$ cat config.mk
export PLATFORM = sky130hd
export DESIGN_NAME = guard_log_reader
export DESIGN_NICKNAME = d
export VERILOG_FILES = /design/src/rtl/guard_log_reader.sv
export SDC_FILE = /design/constraint.sdc
export NUM_CORES = 1
export LEC_CHECK = 0
export CAP_MARGIN = 20
export CORE_MARGIN = 10
export CORE_UTILIZATION = 45
export CTS_BUF_LIST = sky130_fd_sc_hd__clkbuf_4 sky130_fd_sc_hd__clkbuf_8
export DETAILED_ROUTE_END_ITERATION = 10
export PLACE_DENSITY = 0.82
export SLEW_MARGIN = 20
export SYNTH_ARGS = -nofsm -noshare
export SYNTH_HDL_FRONTEND = slang
export SYNTH_SLANG_ARGS = --single-unit
$ cat constraint.sdc
create_clock -name clk_i -period 3.55 [get_ports clk_i]
set_input_delay 0.8875 -clock clk_i [delete_from_list [all_inputs] [get_ports clk_i]]
set_output_delay 0.8875 -clock clk_i [all_outputs]
set_load 0.02 [all_outputs]
$ cat src/rtl/guard_log_reader.sv
// Readout engine for the store-guard circular buffer: walks every slot through the
// buffer read port, streams each word over valid/ready, and counts guard crashes.
// Optional crash autotrigger with a pending re-dump flag: define GUARD_LOG_AUTOTRIG_EN.
module guard_log_reader #(
    parameter int DEPTH  = 6,
    parameter int IDX_W  = 20,
    parameter int DATA_W = 32
) (
    input  logic              clk_i,
    input  logic              rst_i,
    input  logic              start_i,
    input  logic              crash_i,
    output logic [IDX_W-1:0]  rd_index_o,
    input  logic [DATA_W-1:0] rd_data_i,
    output logic              m_valid_o,
    input  logic              m_ready_i,
    output logic [DATA_W-1:0] m_data_o,
    output logic              m_last_o,
    output logic              busy_o,
    output logic              done_o,
    output logic [15:0]       crash_cnt_o
);

    localparam logic [2:0] IDLE  = 3'd0;
    localparam logic [2:0] ISSUE = 3'd1;
    localparam logic [2:0] CAPT  = 3'd2;
    localparam logic [2:0] HOLD  = 3'd3;
    localparam logic [2:0] DONE  = 3'd4;

    localparam logic [IDX_W-1:0] LAST_IDX = IDX_W'(DEPTH - 1);

    logic [2:0]        state, state_nxt;
    logic [IDX_W-1:0]  idx, idx_nxt;
    logic [DATA_W-1:0] payload;
    logic              trigger;
    logic              redump;

`ifdef GUARD_LOG_AUTOTRIG_EN
    logic pending;

    assign trigger = start_i | crash_i;
    // A crash landing in the DONE cycle itself is folded into the re-dump that starts now.
    assign redump  = pending | crash_i;

    always_ff @(posedge clk_i or posedge rst_i) begin
        if (rst_i) begin
            pending <= 1'b0;
        end else if (state == DONE) begin
            pending <= 1'b0;
        end else if (state != IDLE && crash_i) begin
            pending <= 1'b1;
        end
    end
`else
    assign trigger = start_i;
    assign redump  = 1'b0;
`endif

    // NOTE: defaults first so every path assigns the next-state signals; otherwise a latch is inferred.
    always_comb begin
        state_nxt = state;
        idx_nxt   = idx;
        case (state)
            IDLE: begin
                if (trigger) begin
                    idx_nxt   = '0;
                    state_nxt = ISSUE;
                end
            end
            ISSUE: state_nxt = CAPT;
            CAPT:  state_nxt = HOLD;
            HOLD: begin
                if (m_ready_i) begin
                    if (idx == LAST_IDX) begin
                        state_nxt = DONE;
                    end else begin
                        idx_nxt   = idx + IDX_W'(1);
                        state_nxt = ISSUE;
                    end
                end
            end
            DONE: begin
                if (redump) begin
                    idx_nxt   = '0;
                    state_nxt = ISSUE;
                end else begin
                    state_nxt = IDLE;
                end
            end
            default: state_nxt = IDLE;
        endcase
    end

    // NOTE: registers use non-blocking assignments so all flops update together at the edge.
    always_ff @(posedge clk_i or posedge rst_i) begin
        if (rst_i) begin
            state   <= IDLE;
            idx     <= '0;
            payload <= '0;
        end else begin
            state <= state_nxt;
            idx   <= idx_nxt;
            if (state == CAPT) begin
                payload <= rd_data_i;
            end
        end
    end

    always_ff @(posedge clk_i or posedge rst_i) begin
        if (rst_i) begin
            crash_cnt_o <= '0;
        end else if (crash_i && crash_cnt_o != 16'hFFFF) begin
            crash_cnt_o <= crash_cnt_o + 16'd1;
        end
    end

    // Stream outputs decode registered state only, so m_ready_i never reaches them combinationally.
    assign rd_index_o = idx;
    assign m_valid_o  = (state == HOLD);
    assign m_data_o   = payload;
    assign m_last_o   = (state == HOLD) && (idx == LAST_IDX);
    assign busy_o     = (state != IDLE);
    assign done_o     = (state == DONE);

endmodule
==> metrics.md <==
| Metric | Value |
|---|---|
| Flop-to-flop setup slack | `between 1.5 and 2 ns` |
| GRT met1 Usage | `0.199` |
| I/O pin total | `roughly 110` |
| Synth cell types | `41` |
| RSZ-0062 raised after global routing | `false` |
| Critical Path RT | `roughly 2.7 ns` |
| Sequential share of the synthesized area | `0.549` |
| Total track usage | `0.160` |
| Die H | `roughly 100 um` |
| First-pass GRT wire length | `14500 um` |
| Busiest grt layer | `met2` |
| WP data arrival | `between 2 and 2.5 ns` |
| Buffers added on ports | `between 100 and 150` |
| Root buf cell | `clkbuf_8` |
| Synth-to-Final Area Change | `42.0%` |
| Total power draw | `3580 uW` |
| DRT iter0 DRCs | `roughly 120` |
| Leakage | `about 0.0019 uW` |
| Worst IR Drop VDD | `0.382 mV` |
| Synth top area cells | `dfrtp_1, mux2_2, o21ai_0` |
| CP Class | `reg -> out` |
| Count leader, synth | `dfrtp_1` |
| Syn_nets | `between 300 and 400` |
| Last weighted congestion value of the routability-driven placer | `0.866` |
| Remaining DRCs | `0` |
| Setup_tns | `0 ns` |
| Total number of yosys warnings | `0` |
| Share of the synthesized area in the top cell type | `0.549` |
| Hold slack | `0.497 ns` |
| Layout cells sized above 1 | `0.152` |
| CTS buffer count | `9` |
| Aggregate global routing overflow | `0` |
| Placed Instances | `about 480` |
| Clock latency on the worst-skew pair | `~0.34 ns` |
| Initial DRT Pass Iterations | `4` |
| Peak per-stage delay on the critical path | `roughly 0.56 ns` |
| Clock Skews | `a little over 0.007 ns` |
| Critical Path, Cell by Cell | `or4_1 -> nor4_2 -> nand4_2 -> nor2_1 -> dlymetal6s2s_1` |
| Ant diodes | `0` |
| Post-DRT Antenna Nets | `0` |
| Fmax achieved | `between 300 and 400 MHz` |
| CP bufs+invs | `1` |
| Met2 Usage GRT | `0.246` |
| Syn Inst Count | `roughly 290` |
| Final Hold Vio Count | `0` |
| Vias per cell | `between 5 and 6` |
| Post-synth EDFFs | `0` |
| Critical Path Fanout Max | `7` |
| Largest net degree at the start of global routing | `40` |
| Fraction of registers with async set/reset | `1.00` |
| Clock sink count | `71` |
| Avg WL per Cell | `roughly 18 um` |
| CTS tree | `yes` |
| # rows | `30` |
| Max-slew violation count | `0` |
| Final Non-Filler Cells | `slightly below 500` |
| Final #Nets | `approximately 440` |
| Post-CTS Setup Bufs | `0` |
| Clk buf depth | `2` |
| Die Footprint | `~11000 um2` |
| H-tree depth | `3` |
| Measured slew at the worst slew-check pin | `roughly 0.68 ns` |
| Minimum clock period | `just over 3 ns` |
| Mapped Area | `3230 um2` |
| Antenna violations before repair | `0` |
| Via count | `2728` |
| Post-synth top area cell | `dfrtp_1` |
| Delay-heaviest family, CP | `simple AND/OR/NAND/NOR gates` |
| Synth top cells by count | `dfrtp_1, mux2_2, o21ai_0` |
| Core Area | `slightly below 7000 um2` |
| Pwr dens | `between 700 and 800 nW/um2` |
| Synthesized area per cell | `11.3 um2` |
| Crit path capture type | `primary output` |
| Rel. slew slack | `0.543` |
| Final period util | `0.871` |
| Seq cells post-synth | `just over 70` |
| Vias in the first global route | `2754` |
| Ys flop type | `dfrtp_1` |
| Critical-path top delay cell | `or4_1` |
| Dpl hpwl | `roughly 6600 um` |
| Fillers | `approximately 550` |
| Hold_buf cts | `0` |
| Outcome | `completed` |
| CTS clock-pin slew for the worst setup and hold paths | `~0.07 ns` |
| Met3 usage in global routing | `0.0516` |
| Setup violators final | `0` |
| CP Launch Type | `register` |
| Post-CTS sizing | `0` |
| # Max-Cap Violations | `0` |
| Routed WL | `between 8000 and 9000 um` |
| Initial core utilization | `0.468` |
| Die W | `around 100 um` |
| Hold Crit Class | `reg -> reg` |
[area by class of cell]
type,instances,area [um2],share of cell area
Sequential cell,71,1780,0.387
Multi-Input combinational cell,196,1380,0.301
Timing Repair Buffer,114,1140,0.249
Clock buffer,9,124,0.0270
Tap cell,96,120,0.0262
Clock inverter,5,27.5,0.00599
Inverter,6,22.5,0.00490
[layout by cell type, fill, tap and decap left out, types with 10 or more instances in the layout]
cell type and n:
clkdlybuf4s50_1 107, dfrtp_1 71, mux2_2 33, o21ai_0 24
nand2_1 20, nand4_1 14, nor2_1 12, nand3_1 11
a21oi_1 10
[where the power goes]
group | internal, uW | switching, uW
Sequential | 1080 | 217
Combinational | 884 | 880
Clock | 240 | 283
[worst paths after layout]
kind / endpoint / cells after the start / start
worst max-delay path: m_last_o / 5 / rd_index_o[11]
worst min-delay path: m_data_o[23] / 1 / m_data_o[23]
worst max register to register: crash_cnt_o[11] / 5 / crash_cnt_o[2]
worst min register to register: m_data_o[23] / 1 / m_data_o[23]
max in group asynchronous: rd_index_o[7] / 3 / rst_i
min in group asynchronous: m_data_o[12] / 2 / rst_i
[registers in the layout, summed over array words and instances (netlist names)]
name,count
m_data_o,32
crash_cnt_o,16
rd_index_o,20
state,3
[layer usage]
layer	part of all wire	up-vias
li1	-	1279
met1	0.44	1304
met2	0.46	129
met3	0.077	16
met4	0.022	0
met5	0	-
[stage by stage]
stage                     setup slack (ns)  area [um2]  utilization
after global placement               0.473        4440        0.643
after global routing                 0.329        4590        0.665
final                                0.458        4590        0.665
after CTS                           0.0371        4590        0.664
after floorplan                      0.866        3230            -
after detailed placement             0.407        4440        0.643
[cells by family (layout without fill, tap and decap cells)]
| family | count (synthesis) | in the layout | synth area share |
|---|---|---|---|
| and+or+nand+nor | 88 | 88 | 0.150 |
| DFF | 71 | 71 | 0.549 |
| AOI/OAI and AO/OA | 59 | 59 | 0.113 |
| muxes | 34 | 34 | 0.118 |
| buffers and inverters | 19 | 134 | 0.0248 |
| xor gates and xnor gates | 12 | 12 | 0.0325 |
| adders and majority gates | 3 | 3 | 0.0116 |
Power figures use the tool's default switching activity.
